$ cat config.mk
export PLATFORM = sky130hd
export DESIGN_NAME = ghost_mover_flat
export DESIGN_NICKNAME = d
export VERILOG_FILES = /design/src/rtl/ghost_mover_if.sv /design/src/rtl/ghost_mover.sv /design/src/flat_wrapper.sv
export SDC_FILE = /design/constraint.sdc
export NUM_CORES = 1
export LEC_CHECK = 0
export ABC_AREA = 1
export CAP_MARGIN = 20
export CORE_ASPECT_RATIO = 0.9
export CORE_MARGIN = 2
export CORE_UTILIZATION = 43
export DETAILED_ROUTE_END_ITERATION = 10
export PLACE_DENSITY_LB_ADDON = 0.08
export SETUP_SLACK_MARGIN = 0.4
export SLEW_MARGIN = 15
export SYNTH_ARGS = -nofsm -noshare
export SYNTH_HDL_FRONTEND = slang
export SYNTH_SLANG_ARGS = --single-unit
$ cat constraint.sdc
create_clock -name clock_in -period 5.5 [get_ports clock_in]
set_clock_uncertainty 0.1 [all_clocks]
set_input_delay 1.1 -clock clock_in [delete_from_list [all_inputs] [get_ports clock_in]]
set_output_delay 1.1 -clock clock_in [all_outputs]
set_load 0.03 [all_outputs]
$ cat src/rtl/ghost_mover_if.sv
// Signal bundle between the ghost AI/maze map (master) and the ghost mover (slave).
interface ghost_mover_if;
  logic       move_tick;
  logic       respawn;
  logic [1:0] dx;
  logic [1:0] dy;
  logic       map_wall;
  logic       map_rd_en;
  logic [8:0] map_rd_x;
  logic [8:0] map_rd_y;
  logic [8:0] ghostx;
  logic [8:0] ghosty;
  logic       busy;
  logic       moved;
  logic       stalled;
  logic [2:0] state_dbg;

  modport master (
    output move_tick, respawn, dx, dy, map_wall,
    input  map_rd_en, map_rd_x, map_rd_y, ghostx, ghosty, busy, moved, stalled, state_dbg
  );

  modport slave (
    input  move_tick, respawn, dx, dy, map_wall,
    output map_rd_en, map_rd_x, map_rd_y, ghostx, ghosty, busy, moved, stalled, state_dbg
  );
endinterface

$ cat src/rtl/ghost_mover.sv
// Steps a ghost one maze cell per tick, x before y, checking each candidate
// cell against the wall map through a fixed-latency read port.
module ghost_mover #(
  parameter int MAP_SIZE = 21,
  parameter int START_X  = 10,
  parameter int START_Y  = 9
) (
  input  logic         clock_in,
  input  logic         reset,
  ghost_mover_if.slave bus
);
  // Handshake: move_tick is a one-cycle request taken only while busy is low
  // (dropped otherwise, never queued); map_rd_en is a one-cycle read strobe and
  // map_wall is valid for that address in the following cycle, no back-pressure.
  typedef enum logic [2:0] {IDLE, RD_X, EV_X, RD_Y, EV_Y} state_t;

  localparam logic [8:0] MAX_C = 9'(MAP_SIZE - 1);
  localparam logic [8:0] ST_X  = 9'(START_X);
  localparam logic [8:0] ST_Y  = 9'(START_Y);

  state_t     state;
  logic [1:0] lat_dx, lat_dy;
  logic [8:0] pos_x, pos_y, rd_x, rd_y;
  logic       rd_en, busy_r, moved_r, stalled_r;

  // Bounds are tested on the current cell so a decrement from 0 never issues a read.
  function automatic logic axis_ok(input logic [1:0] dir, input logic [8:0] pos);
    case (dir)
      2'b01:   axis_ok = (pos < MAX_C);
      2'b10:   axis_ok = (pos != 9'd0);
      default: axis_ok = 1'b0;
    endcase
  endfunction

  function automatic logic [8:0] cand(input logic [1:0] dir, input logic [8:0] pos);
    cand = (dir == 2'b01) ? pos + 9'd1 : pos - 9'd1;
  endfunction

  always_ff @(posedge clock_in or posedge reset) begin
    if (reset) begin
      state     <= IDLE;
      pos_x     <= ST_X;
      pos_y     <= ST_Y;
      lat_dx    <= 2'b00;
      lat_dy    <= 2'b00;
      rd_en     <= 1'b0;
      rd_x      <= 9'd0;
      rd_y      <= 9'd0;
      busy_r    <= 1'b0;
      moved_r   <= 1'b0;
      stalled_r <= 1'b0;
    end else begin
      moved_r   <= 1'b0;
      stalled_r <= 1'b0;
      if (bus.respawn) begin
        state  <= IDLE;
        pos_x  <= ST_X;
        pos_y  <= ST_Y;
        rd_en  <= 1'b0;
        busy_r <= 1'b0;
      end else begin
        case (state)
          IDLE: begin
            if (bus.move_tick) begin
              lat_dx <= bus.dx;
              lat_dy <= bus.dy;
              if (axis_ok(bus.dx, pos_x)) begin
                state  <= RD_X;
                busy_r <= 1'b1;
                rd_en  <= 1'b1;
                rd_x   <= cand(bus.dx, pos_x);
                rd_y   <= pos_y;
              end else if (axis_ok(bus.dy, pos_y)) begin
                state  <= RD_Y;
                busy_r <= 1'b1;
                rd_en  <= 1'b1;
                rd_x   <= pos_x;
                rd_y   <= cand(bus.dy, pos_y);
              end else begin
                stalled_r <= 1'b1;
              end
            end
          end
          RD_X: begin
            state <= EV_X;
            rd_en <= 1'b0;
          end
          EV_X: begin
            if (!bus.map_wall) begin
              pos_x   <= rd_x;
              moved_r <= 1'b1;
              state   <= IDLE;
              busy_r  <= 1'b0;
            end else if (axis_ok(lat_dy, pos_y)) begin
              state <= RD_Y;
              rd_en <= 1'b1;
              rd_x  <= pos_x;
              rd_y  <= cand(lat_dy, pos_y);
            end else begin
              stalled_r <= 1'b1;
              state     <= IDLE;
              busy_r    <= 1'b0;
            end
          end
          RD_Y: begin
            state <= EV_Y;
            rd_en <= 1'b0;
          end
          EV_Y: begin
            if (!bus.map_wall) begin
              pos_y   <= rd_y;
              moved_r <= 1'b1;
            end else begin
              stalled_r <= 1'b1;
            end
            state  <= IDLE;
            busy_r <= 1'b0;
          end
          default: begin
            state  <= IDLE;
            busy_r <= 1'b0;
            rd_en  <= 1'b0;
          end
        endcase
      end
    end
  end

  assign bus.map_rd_en = rd_en;
  assign bus.map_rd_x  = rd_x;
  assign bus.map_rd_y  = rd_y;
  assign bus.ghostx    = pos_x;
  assign bus.ghosty    = pos_y;
  assign bus.busy      = busy_r;
  assign bus.moved     = moved_r;
  assign bus.stalled   = stalled_r;
  assign bus.state_dbg = state;
endmodule

$ cat src/flat_wrapper.sv
// flat-port wrapper written by rule: the top's interface ports become plain ports
module ghost_mover_flat 
#(
  parameter int MAP_SIZE = 21,
  parameter int START_X  = 10,
  parameter int START_Y  = 9
)
  (clock_in, reset, bus_move_tick, bus_respawn, bus_dx, bus_dy, bus_map_wall, bus_map_rd_en, bus_map_rd_x, bus_map_rd_y, bus_ghostx, bus_ghosty, bus_busy, bus_moved, bus_stalled, bus_state_dbg);
  ghost_mover_if bus_i ();
  input  logic clock_in;
  input  logic reset;
  input wire logic [$bits(bus_i.move_tick)-1:0] bus_move_tick;
  input wire logic [$bits(bus_i.respawn)-1:0] bus_respawn;
  input wire logic [$bits(bus_i.dx)-1:0] bus_dx;
  input wire logic [$bits(bus_i.dy)-1:0] bus_dy;
  input wire logic [$bits(bus_i.map_wall)-1:0] bus_map_wall;
  output wire logic [$bits(bus_i.map_rd_en)-1:0] bus_map_rd_en;
  output wire logic [$bits(bus_i.map_rd_x)-1:0] bus_map_rd_x;
  output wire logic [$bits(bus_i.map_rd_y)-1:0] bus_map_rd_y;
  output wire logic [$bits(bus_i.ghostx)-1:0] bus_ghostx;
  output wire logic [$bits(bus_i.ghosty)-1:0] bus_ghosty;
  output wire logic [$bits(bus_i.busy)-1:0] bus_busy;
  output wire logic [$bits(bus_i.moved)-1:0] bus_moved;
  output wire logic [$bits(bus_i.stalled)-1:0] bus_stalled;
  output wire logic [$bits(bus_i.state_dbg)-1:0] bus_state_dbg;
  assign bus_i.move_tick = bus_move_tick;
  assign bus_i.respawn = bus_respawn;
  assign bus_i.dx = bus_dx;
  assign bus_i.dy = bus_dy;
  assign bus_i.map_wall = bus_map_wall;
  assign bus_map_rd_en = bus_i.map_rd_en;
  assign bus_map_rd_x = bus_i.map_rd_x;
  assign bus_map_rd_y = bus_i.map_rd_y;
  assign bus_ghostx = bus_i.ghostx;
  assign bus_ghosty = bus_i.ghosty;
  assign bus_busy = bus_i.busy;
  assign bus_moved = bus_i.moved;
  assign bus_stalled = bus_i.stalled;
  assign bus_state_dbg = bus_i.state_dbg;
  ghost_mover #(.MAP_SIZE(MAP_SIZE), .START_X(START_X), .START_Y(START_Y)) u_core (.clock_in(clock_in), .reset(reset), .bus(bus_i));
endmodule
==> results of run 1 <==
stage by stage:
step | total power [mW] | instances | hold WS (ns) | area (um^2)
4_1_cts | 1.52 | 611 | 0.388 | 3910
3_3_place_gp | 1.21 | 603 | 0.367 | 3770
6_report | 1.51 | 612 | 0.384 | 3930
5_1_grt | 1.62 | 612 | 0.442 | 3930
3_5_place_dp | 1.21 | 603 | 0.361 | 3770
2_1_floorplan | 0.984 | 471 | 0.378 | 3220
Yosys cell counts, drive strengths merged:
library cell and n:
clkinv 2, nor4 1, a21oi 10, dfstp 4, dfrtp 41, fa 1
nor2 33, a22o 1, xnor2 6, xor2 5, nand3 55, a22oi 3
or2 1, inv 59, o21a 1, buf 9, o21bai 2, nand2 171
clkbuf 3, ha 16, o211ai 3, o22ai 2, nor3 1, o21ai 31
nand4 10
worst reg2reg max path, cell delays in order, from the launching register on:
cell	delay [ns]
sky130_fd_sc_hd__dfrtp_1	0.43
sky130_fd_sc_hd__inv_2	0.08
sky130_fd_sc_hd__nand3_1	0.58
sky130_fd_sc_hd__inv_1	0.36
sky130_fd_sc_hd__nand2_2	0.20
sky130_fd_sc_hd__nand2_4	0.08
sky130_fd_sc_hd__nor2_8	0.34
sky130_fd_sc_hd__inv_2	0.24
sky130_fd_sc_hd__nand2_1	0.10
sky130_fd_sc_hd__nand2_1	0.06
final timing paths:
kind	cells past startpoint	start	slack [ns]	end
min in group asynchronous	2	reset	1.02	u_core.bus.ghosty[7]$_DFFE_PP0P_
hold / removal	2	u_core.bus.map_rd_en$_DFFE_PP0P_	0.38	u_core.bus.map_rd_en$_DFFE_PP0P_
hold reg to reg	2	u_core.bus.map_rd_en$_DFFE_PP0P_	0.38	u_core.bus.map_rd_en$_DFFE_PP0P_
setup reg to reg	9	u_core.bus.state_dbg[2]$_DFFE_PP0P_	2.83	u_core.bus.map_rd_x[7]$_DFFE_PP0P_
max in group asynchronous	3	reset	3.70	u_core.bus.ghostx[3]$_DFFE_PP1P_
setup / recovery	15	bus_dx[1]	2.23	u_core.bus.map_rd_x[8]$_DFFE_PP0P_
flip-flops by register name (all words and copies together), names as in the netlist:
name                  count
u_core.lat_dy             2
u_core.bus.map_rd_en      1
u_core.bus.ghostx         9
u_core.bus.ghosty         9
u_core.bus.map_rd_x       9
u_core.bus.state_dbg      3
u_core.bus.map_rd_y       9
u_core.bus.moved          1
u_core.bus.stalled        1
u_core.bus.busy           1
cells by family after synthesis:
kind of cell               share of synthesized area [%]
adders and majority gates                           6.83
buffers and inverters                               9.48
DFF                                                 35.1
AOI/OAI and AO/OA                                   9.13
xor gates and xnor gates                            2.99
and+or+nand+nor                                     36.5
layer usage:
layer | GRT usage [%] | up-vias
li1 | - | 1596
met1 | 35.8 | 1384
met2 | 31.7 | 117
met3 | 2.99 | 4
met4 | 4.48 | 0
met5 | 0 | -
layout by cell type, fill, tap and decap left out:
cell type and count:
sky130_fd_sc_hd__o22ai_1 2, sky130_fd_sc_hd__nand2_2 6, sky130_fd_sc_hd__clkdlybuf4s50_1 51, sky130_fd_sc_hd__clkinv_1 2
sky130_fd_sc_hd__o21ai_0 23, sky130_fd_sc_hd__fa_1 1, sky130_fd_sc_hd__o21bai_1 2, sky130_fd_sc_hd__xor2_1 5
sky130_fd_sc_hd__a22oi_1 3, sky130_fd_sc_hd__xnor2_1 6, sky130_fd_sc_hd__o21ai_1 8, sky130_fd_sc_hd__a21oi_1 10
sky130_fd_sc_hd__o21a_1 1, sky130_fd_sc_hd__nor2_2 3, sky130_fd_sc_hd__clkbuf_8 5, sky130_fd_sc_hd__nand3_1 55
sky130_fd_sc_hd__inv_2 12, sky130_fd_sc_hd__nand4_1 10, sky130_fd_sc_hd__bufinv_16 2, sky130_fd_sc_hd__or2_2 1
sky130_fd_sc_hd__buf_12 1, sky130_fd_sc_hd__nor2_4 1, sky130_fd_sc_hd__nor2_1 28, sky130_fd_sc_hd__dfrtp_1 41
sky130_fd_sc_hd__nand2_4 1, sky130_fd_sc_hd__nor2_8 1, sky130_fd_sc_hd__inv_6 1, sky130_fd_sc_hd__o211ai_1 3
sky130_fd_sc_hd__nand2_1 164, sky130_fd_sc_hd__nor4_1 1, sky130_fd_sc_hd__dfstp_2 4, sky130_fd_sc_hd__inv_1 47
sky130_fd_sc_hd__ha_1 16, sky130_fd_sc_hd__nor3_1 1, sky130_fd_sc_hd__a22o_1 1
layout make-up:
cell class,count,area [um^2]
multi-input cells,353,1790
inverters,61,229
flip-flops and latches,45,1130
fillers,694,3220
clock buffers,5,68.8
well taps,93,116
repair buffers,52,531
clock inverters,3,68.8
where the power goes:
| part | switching (mW) | internal, mW |
|---|---|---|
| sequential | 0.0626 | 0.411 |
| combinational | 0.470 | 0.263 |
| clock | 0.125 | 0.183 |
| total | 0.657 | 0.857 |
==> metrics list, run 1 <==
* Most frequent cell on the critical path: sky130_fd_sc_hd__nand2_1
- Slew margin rel.: about 49%
- In the global route stage, overall resource usage came out at between 20% and 30%.
* Worst hold path type: reg -> reg
* Number of vias in the routed layout: approximately 3,100
- H-tree lvl count: 2
- Number of instances resized during post-cts repair: 0
- Minimum clock period after layout: between 3 and 4 ns
- Setup repair after global routing left no endpoint under its margin.
* Post-CTS Hold Fix Bufs: 0
- Sequential element share of the synthesized area: between 30% and 40%
- CTS placed an instance of sky130_fd_sc_hd__clkbuf_8 at the clock tree root.
- The detail route stage leaves a number of antenna-violating nets equal to 0.
- After detailed routing, the wire length on met1 is roughly 4.3 mm.
* Cell Chain, Critical Path: clkdlybuf4s50_1, inv_1, ha_1, inv_1, ha_1, nand2_1, nand2_1, a21oi_1, nand2_1, nand2_1, nand2_1, nor2_1, nand2_1, nand3_1, nand2_1
- Seq cells post-synth: 45
* Synthesis-to-layout area growth: 22.0%
- Post-CTS setup repair buffer count: 0
* Outcome: completed
- IO Count: between 50 and 60
- Counting every instance in the synthesized netlist gives 471.
- The initialized floorplan defines 29 standard-cell rows.
- Detailed placement HPWL: between 6 and 7 mm
- Effective utilization at floorplan: between 40% and 50%
* Most area-hungry cell type in the Yosys netlist: sky130_fd_sc_hd__dfrtp_1
* Synth Cell Area: about 0.0032 mm^2
- After the first detailed-routing iteration, the DRC count stood at between 200 and 250.
- Cells with a size suffix above 1 make up 7.32% of the layout.
- The routed design has approximately 8.5 mm of wire.
- Die Width: ~95 um
* CP Max Fanout: 9
- In this run the power density over the cells is about 390 mW/mm^2.
- Entering global routing, the biggest net connects 46 pins.
- Area fraction of the dominant cell type after synthesis: between 30% and 40%
- Worst vdd rail ir drop: approximately 0.26 mV
- Number of distinct library cell variants in the gate-level netlist after synthesis: 35
- Synth top area cells: sky130_fd_sc_hd__dfrtp_1, sky130_fd_sc_hd__nand2_1, sky130_fd_sc_hd__nand3_1, sky130_fd_sc_hd__ha_1, sky130_fd_sc_hd__inv_1
* Critical path endpoint category: flip-flop
* Highest routed metal layer: met4
- Synth Warn #: 0
- The initial antenna violation count came to 0.
- Number of slew-limit violations in the final report: 0
- The via count of the first global-routing pass is ~2,800.
- Input and output buffers added on the ports amount to 51.
* Mean cell area of the mapped netlist: just under 7 um^2
- The number of buffers and inverters on the critical path is 3.
- Once layout is complete, the utilization of the core stands at around 55%.
* Max Clock Freq: just over 300 MHz
- Remaining design rule violation count: 0
* Minimum setup slack in the final design: approximately 2.2 ns
- Number of sinks handled by clock tree synthesis: between 40 and 50
* Required time at the endpoint of the critical path: 5.60 ns
- # setup viols final: 0
- Syn Nets: ~500
- TritonCTS created 5 clock buffers.
* Pre-CTS WS: 1.92 ns
- Category of cells accounting for the largest share of critical-path delay: buffers and inverters
* Clock-pin transition on the worst setup and hold timing paths: around 0.09 ns
- TritonCTS built the clock tree.
- No sink is reached through more buffers than the 2 on the longest clock path.
- For this design the static power due to leakage is ~2 nW.
- The die covers ~0.008 mm^2.
* Core area: between 0.007 and 0.008 mm^2
* Latest clock arrival within the worst-skew pair: around 0.3 ns
- Wire segments on met3 add up to between 500 and 600 um in the final route.
* Period Utilization, post-route: around three fifths
- Max Cap Viol: 0
* Antenna Cells: 0
- TritonRoute pass-1 iters: 5
* Highest-delay cell along the critical path: sky130_fd_sc_hd__clkdlybuf4s50_1
- After global routing the overflow that remains totals 0.
* Hold Violations, Final: 0
- Die height: roughly 86 um
- Wire length of the first global-routing pass: 14.3 mm
* Element type at the critical path start: input pin
- RePlAce Congestion: between 0.9 and 1
* Slew at the pin closest to its max-slew limit: 0.764 ns
- Data arrives at the worst endpoint at ~3.4 ns.
- Drt wl/cell: between 10 and 15 um
- Setup TNS after final layout: 0 ns
- Dividing the detail-routed via count by the number of cells gives approximately 5.
- Critical path's largest stage delay: roughly 0.50 ns
- In the detailed route, the total length drawn on met2 is 3.57 mm.
- For this run, the post-layout net count is roughly 540.
* Critical Setup Path Class: in -> reg
Note: power is estimated with default switching activity, not from simulation.
==> run 2: changes to the inputs <==
Clock period 5.5 ns to 3.25 ns, I/O delays scaled along.
==> metrics list, run 2 (same netlist as run 1, synthesis figures left out) <==
- Max Clock Freq: 379 MHz
* Proportion of power drawn by combinational gates: 50.8% (+2.4 points)
- STA classifies the critical path endpoint as a flip-flop.
- Required time at the endpoint of the critical path: 3.35 ns (-2.25 ns)
* Max Cap Viol: 0 (unchanged)
- The antenna violation net count after detailed routing came to 0 (unchanged).
* Latest clock arrival within the worst-skew pair: 0.31 ns (about the same)
- The cell-internal power was 1.39 mW (+62%).
- The transition time at the pin with the least slew margin came to 0.667 ns (-0.0966 ns).
- Clock-pin transition on the worst setup and hold timing paths: 0.09 ns (about the same)
* Pre-CTS WS: 0.203 ns (-1.72 ns)
- The number of nets in the finished design was 550 (+1.1%).
* RSZ-0062 raised after global routing: false
* Share of total power consumed by net switching: 45.0% (+1.6 points)
* Antenna Cells: 0 (unchanged)
- Critical Setup Path Class: in -> reg
- Worst slack on hold paths: 0.397 ns (+0.0130 ns)
* Outcome: completed
* Per-cell via count in the routed design: 5.20 (+2.6%)
- TritonCTS built the clock tree.
* H-tree lvl count: 2 (unchanged)
- The count of non-filler cells in the finished layout is 618 (+0.98%).
- The clock group share of total power came to 17.7% (-2.6 points).
* Reg power frac: 31.5% (+0.2 points)
- Element type at the critical path start: input pin
- The iteration-0 DRC count of the detailed router came to 275 (+11%).
* Number of sinks handled by clock tree synthesis: 45 (unchanged)
- The number of I/O port buffers came to 51 (unchanged).
- The sum of overflow across all layers after global routing came to 0 (unchanged).
- The via count of the first global-routing pass came to 2,905 (+2.4%).
- The top-level I/O count is 52 (unchanged).
* Post-CTS Hold Fix Bufs: 0 (unchanged)
- Drt wl/cell: 14.4 um (+3.8%)
- The effective utilization at floorplan was 45.1% (unchanged).
- The min-delay analysis places its worst path in the category reg -> reg.
* Most frequent cells in the layout: sky130_fd_sc_hd__nand2_1, sky130_fd_sc_hd__nand3_1, sky130_fd_sc_hd__clkdlybuf4s50_1
- The post-placement cell count is 609 (+1.0%).
* Switching component of the power: 1.14 mW (+73%)
* Die Width: 95.2 um (unchanged)
- From synthesis to final layout, the design area changed by 22.7%.
- Antenna violations before repair: 0 (unchanged)
- Hold Violations, Final: 0 (unchanged)
- Maximum root-to-sink buffer count: 2 (unchanged)
- Worst vdd rail ir drop: 0.389 mV (+49%)
- Most common cell after layout, fill and taps aside: sky130_fd_sc_hd__nand2_1
- The standard-cell row count was 29 (unchanged).
- The fraction of layout instances using a drive strength above 1 is 8.57% (+1.2 points).
- Slew margin rel.: 55.4% (+6.4 points)
- CP Max Fanout: 9 (unchanged)
* TritonRoute pass-1 iters: 4 (-1)
- Die height: 86.1 um (unchanged)
* Number of slew-limit violations in the final report: 0 (unchanged)
- The final HPWL from detailed placement is 6.47 mm (+1.7%).
* Period Utilization, post-route: between 80% and 90%
- The count of vias placed by the detailed router is 3,214 (+3.6%).
- Remaining design rule violation count: 0 (unchanged)
- Number of instances resized during post-cts repair: 0 (unchanged)
- Setup TNS after final layout: 0 ns (unchanged)
- The root buffer cell chosen for the clock tree is sky130_fd_sc_hd__clkbuf_8.
* Largest net degree at the start of global routing: 46 (unchanged)
- Total wire length after detailed routing: 8.89 mm (+4.8%)
- The weighted congestion reported at the end of routability-driven placement is 0.922 (+2.0%).
- Counting I/O delays and the setup requirement, the final critical path takes between 2 and 3 ns.
- The wire length of the first global-routing pass was 14.7 mm (+2.5%).
* Number of buffers added by the clock tree synthesis step: 5 (unchanged)
* Core area: 0.00715 mm^2 (unchanged)
* # setup viols final: 0 (unchanged)
- The global router's overall resource usage is 22.9% (+0.59 points).
* Leakage power of the design: 2.00 nW (+0.67%)
* Power per cell area: 640 mW/mm^2 (+66%)
* Worst path arrival time: 2.74 ns (-0.63 ns)
- Post-CTS setup repair buffer count: 0 (unchanged)
* Minimum setup slack in the final design: 0.611 ns (-1.61 ns)
- Die area: 0.00820 mm^2 (unchanged)
[run 2: worst paths after layout]
path                                                  start                            endpoint  slack (ns)  depth (start not counted)
setup / recovery                                  bus_dx[1]  u_core.bus.map_rd_x[8]$_DFFE_PP0P_        0.61                         15
setup reg to reg           u_core.bus.ghosty[0]$_DFFE_PP1P_  u_core.bus.map_rd_y[1]$_DFFE_PP0P_        0.96                         14
hold reg to reg                 u_core.bus.busy$_DFFE_PP0P_         u_core.bus.busy$_DFFE_PP0P_        0.40                          2
min in group asynchronous                             reset  u_core.bus.map_rd_y[7]$_DFFE_PP0P_        0.55                          2
hold / removal                  u_core.bus.busy$_DFFE_PP0P_         u_core.bus.busy$_DFFE_PP0P_        0.40                          2
max in group asynchronous                             reset    u_core.bus.ghostx[1]$_DFFE_PP1P_        1.93                          3
[run 2: worst max-delay path: stages]
cell                              delay [ns]
sky130_fd_sc_hd__clkdlybuf4s50_1        0.49
sky130_fd_sc_hd__inv_1                  0.05
sky130_fd_sc_hd__ha_1                   0.22
sky130_fd_sc_hd__inv_2                  0.17
sky130_fd_sc_hd__ha_1                   0.33
sky130_fd_sc_hd__nand2_1                0.09
sky130_fd_sc_hd__nand2_1                0.07
sky130_fd_sc_hd__a21oi_1                0.17
sky130_fd_sc_hd__nand2_1                0.07
sky130_fd_sc_hd__nand2_1                0.06
sky130_fd_sc_hd__nand2_1                0.06
sky130_fd_sc_hd__nor2_1                 0.10
sky130_fd_sc_hd__nand2_1                0.06
sky130_fd_sc_hd__nand3_1                0.09
sky130_fd_sc_hd__nand2_1                0.05
[run 2: cell type report]
type,instances,area [um^2]
Clock buffer,5,68.8
Clock inverter,3,46.3
Fill cell,705,3200
Inverter,61,229
Multi-Input combinational cell,353,1790
Sequential cell,45,1130
Tap cell,93,116
Timing Repair Buffer,58,576
[run 2: power groups by stage]
stage               Clock (mW)  Combinational (mW)  Sequential [mW]
finish                   0.448                1.29            0.797
global route             0.477                1.40            0.819
global placement             0                1.27            0.807
floorplan                    0               0.632             1.03
CTS                      0.460                1.28            0.798
detailed placement           0                1.28            0.807
[run 2: through the flow]
step / util [%] / power, mW / area [um^2]
final: 55.3 / 2.53 / 3950
after global routing: 55.3 / 2.70 / 3950
after CTS: 55.0 / 2.54 / 3930
after detailed placement: 53.4 / 2.08 / 3820
after global placement: 53.4 / 2.07 / 3820
after floorplan: - / 1.66 / 3220
[run 2: routing by layer]
layer | part of all wire [%] | vias to the layer above | track usage (%)
li1 | - | 1614 | -
met1 | 51 | 1498 | 36.3
met2 | 43 | 98 | 32.6
met3 | 5.1 | 4 | 3.43
met4 | 0.49 | 0 | 4.87
met5 | 0 | - | 0
==> run 3: changes to the inputs <==
Clock period 3.25 ns to 2.18 ns, I/O delays scaled along.
==> metrics list, run 3 (same netlist as run 1, synthesis figures left out) <==
* Wire length of the first global-routing pass: 17.1 mm (+16%)
- The number of nets in the finished design is 627 (+14%).
* Initial DRC Count: 248 (-9.8%)
- Setup slack on the worst flop-to-flop path: 0.18 ns (-0.78 ns)
* Max Cap Viol: 0 (unchanged)
- Reg-to-reg endpoint: u_core.bus.map_rd_y[1]$_DFFE_PP0P_
- Worst slack on hold paths: 0.252 ns (-0.145 ns)
- The top-level I/O count is 52 (unchanged).
- Setup repair after global routing could not meet its margin everywhere.
* Total wire length after detailed routing: 11.1 mm (+25%)
- The average detailed-routed wire length per instance came to 16.0 um (+11%).
- The leakage power figure is 2.60 nW (+30%).
- From synthesis to final layout, the design area changed by 53.7%.
* Met2 Resource Use GR: 40.1% (+7.5 points)
* Worst flop-to-flop path startpoint: u_core.bus.ghosty[0]$_DFFE_PP1P_
* PnR Total Power: 4.43 mW (+75%)
- The clock sink total came to 45 (unchanged).
* Met3 Resource Use GR: 4.57% (+1.1 points)
* Total GRT Usage: 27.3% (+4.4 points)
* Number of rows created at floorplan: 29 (unchanged)
- Number of slew-limit violations in the final report: 0 (unchanged)
* Slew margin rel.: 77.1% (+22 points)
- Worst vdd rail ir drop: 0.614 mV (+58%)
- The CTS clock-pin slew for the worst setup and hold paths was 0.09 ns (about the same).
- The die height came to 86.1 um (unchanged).
- Post-CTS Hold Fix Bufs: 0 (unchanged)
- The library cell used most frequently in the layout, excluding fill and tap cells, is sky130_fd_sc_hd__nand2_1.
- The fraction of layout instances using a drive strength above 1 is 36.2% (+28 points).
- The layer flagged by global routing as most heavily used is met1.
- The areal power density over the cells was 895 mW/mm^2 (+40%).
* Die area: 0.00820 mm^2 (unchanged)
* Post-detailed-placement cell area: 0.00423 mm^2 (+11%)
- The worst setup path is captured at a flip-flop.
- The run finished with clean final reports.
- Crit path from: u_core.bus.ghosty[0]$_DFFE_PP1P_
- CP Max Fanout: 7 (-2)
* Master cell of the clock root buffer: sky130_fd_sc_hd__clkbuf_8
- The number of vias per cell was 5.24 (+0.82%).
- Input/output buffers: 51 (unchanged)
* Worst path arrival time: 2.12 ns (-0.62 ns)
* H-tree lvl count: 2 (unchanged)
- Filler cells: 606 (-14%)
* Critical Setup Path Class: reg -> reg
- The met1 usage is 41.0% (+4.6 points).
* Minimum clock period after layout: roughly 2 ns
- Hold Violations, Final: 0 (unchanged)
* Global route overflow: 0 (unchanged)
* Path depth of the worst reg2reg path: 15 (+1)
- Latest clock arrival within the worst-skew pair: 0.30 ns (about the same)
* RePlAce Congestion: 0.930 (+0.85%)
- TritonRoute pass-1 iters: 5 (+1)
* Remaining number of nets flagged by the antenna check after routing: 0 (unchanged)
- The final critical path takes up about nine tenths of the cycle.
* Antenna Cells: 0 (unchanged)
- Worst hold path type: in -> async
- In the layout the commonest cells are sky130_fd_sc_hd__nand2_1, sky130_fd_sc_hd__buf_4, sky130_fd_sc_hd__nand3_1.
* Die Width: 95.2 um (unchanged)
- The effective utilization at floorplan came to 45.1% (unchanged).
* Summed area of non-filler cells in the final layout: 0.00495 mm^2 (+25%)
- Max Clock Freq: between 500 and 600 MHz
* TritonCTS clock tree: yes
- The via count of the first global-routing pass is 3,408 (+17%).
- Antenna violations before repair: 0 (unchanged)
- Number of vias in the routed layout: 3,644 (+13%)
* Maximum root-to-sink buffer count: 2 (unchanged)
* Element type at the critical path start: flip-flop
- Remaining design rule violation count: 0 (unchanged)
- The transition time at the pin with the least slew margin is 0.343 ns (-0.324 ns).
* Detailed placement HPWL: 7.20 mm (+11%)
* # setup viols final: 0 (unchanged)
* Required time at the endpoint of the critical path: 2.30 ns (-1.05 ns)
* Number of buffers added by the clock tree synthesis step: 5 (unchanged)
- Largest net degree at the start of global routing: 39 (-15%)
- Core area: 0.00715 mm^2 (unchanged)
[run 3: changes by cell type in the layout (fill, tap and decap cells not counted), sizes merged]
cell and delta:
clkinv -1, dlygate4sd2 +32, inv +2, buf +78
clkdlybuf4s15 +4, clkdlybuf4s50 -47, clkbuf +9
[run 3: where the power goes]
part	switching, mW	leakage [nW]	internal [mW]
Clock	0.303	0.0574	0.373
Combinational	1.52	1.96	1.03
Sequential	0.159	0.582	1.04
[run 3: final cells by class]
| type | instances | area [um^2] | share of cell area [%] |
|---|---|---|---|
| Clock buffer | 6 | 82.6 | 1.67 |
| Clock inverter | 2 | 37.5 | 0.758 |
| Inverter | 61 | 251 | 5.08 |
| Multi-Input combinational cell | 353 | 2130 | 43.1 |
| Sequential cell | 45 | 1140 | 23.0 |
| Tap cell | 93 | 116 | 2.35 |
| Timing Repair Buffer | 133 | 1170 | 23.7 |
| Timing Repair inverter | 2 | 17.5 | 0.354 |
[run 3: worst max path at each step]
stage                                          to  slack, ns  depth (start not counted)
2_1_floorplan  u_core.bus.map_rd_y[0]$_DFFE_PP0P_       0.21                         15
4_1_cts        u_core.bus.map_rd_y[8]$_DFFE_PP0P_       0.18                         13
5_1_grt        u_core.bus.map_rd_x[1]$_DFFE_PP0P_       0.12                         15
3_3_place_gp   u_core.bus.map_rd_x[8]$_DFFE_PP0P_      -0.34                         15
3_5_place_dp   u_core.bus.map_rd_x[8]$_DFFE_PP0P_      -0.36                         15
6_report       u_core.bus.map_rd_y[1]$_DFFE_PP0P_       0.18                         15
[run 3: repair_timing]
item                                    4_1_cts  5_1_grt
endpoints found under the setup margin       66       45
resized for setup                           136       52
hold endpoints to repair                      0        0
setup buffers                                26        9
cloned                                        5        0
pin swaps                                    29       19
[run 3: critical path: stages, from the launching register on]
cell,delay (ns)
sky130_fd_sc_hd__dfstp_2,0.57
sky130_fd_sc_hd__inv_4,0.05
sky130_fd_sc_hd__ha_4,0.16
sky130_fd_sc_hd__nand2_4,0.06
sky130_fd_sc_hd__nor2_4,0.04
sky130_fd_sc_hd__nand2_2,0.07
sky130_fd_sc_hd__nand2_1,0.06
sky130_fd_sc_hd__nand2_1,0.06
sky130_fd_sc_hd__nand2_2,0.07
sky130_fd_sc_hd__nand2_2,0.08
sky130_fd_sc_hd__nor2_4,0.05
sky130_fd_sc_hd__nor2_8,0.16
sky130_fd_sc_hd__buf_6,0.12
sky130_fd_sc_hd__buf_12,0.13
sky130_fd_sc_hd__nand2_2,0.05
sky130_fd_sc_hd__o21ai_1,0.10
[run 3: stage by stage]
step	TNS, ns	utilization, %	setup slack [ns]	instances
finish	0	69.3	0.182	695
global route	0	69.3	0.122	695
CTS	0	67.1	0.183	686
detailed placement	-4.43	59.1	-0.356	647
global placement	-3.86	59.1	-0.340	647
floorplan	0	-	0.207	471
[run 3: layer usage]
| layer | up-vias | share of wire [%] | wire length (um) |
|---|---|---|---|
| li1 | 1771 | - | - |
| met1 | 1699 | 47 | 5270 |
| met2 | 159 | 44 | 4930 |
| met3 | 15 | 6.5 | 725 |
| met4 | 0 | 1.6 | 172 |
| met5 | - | 0 | 0 |
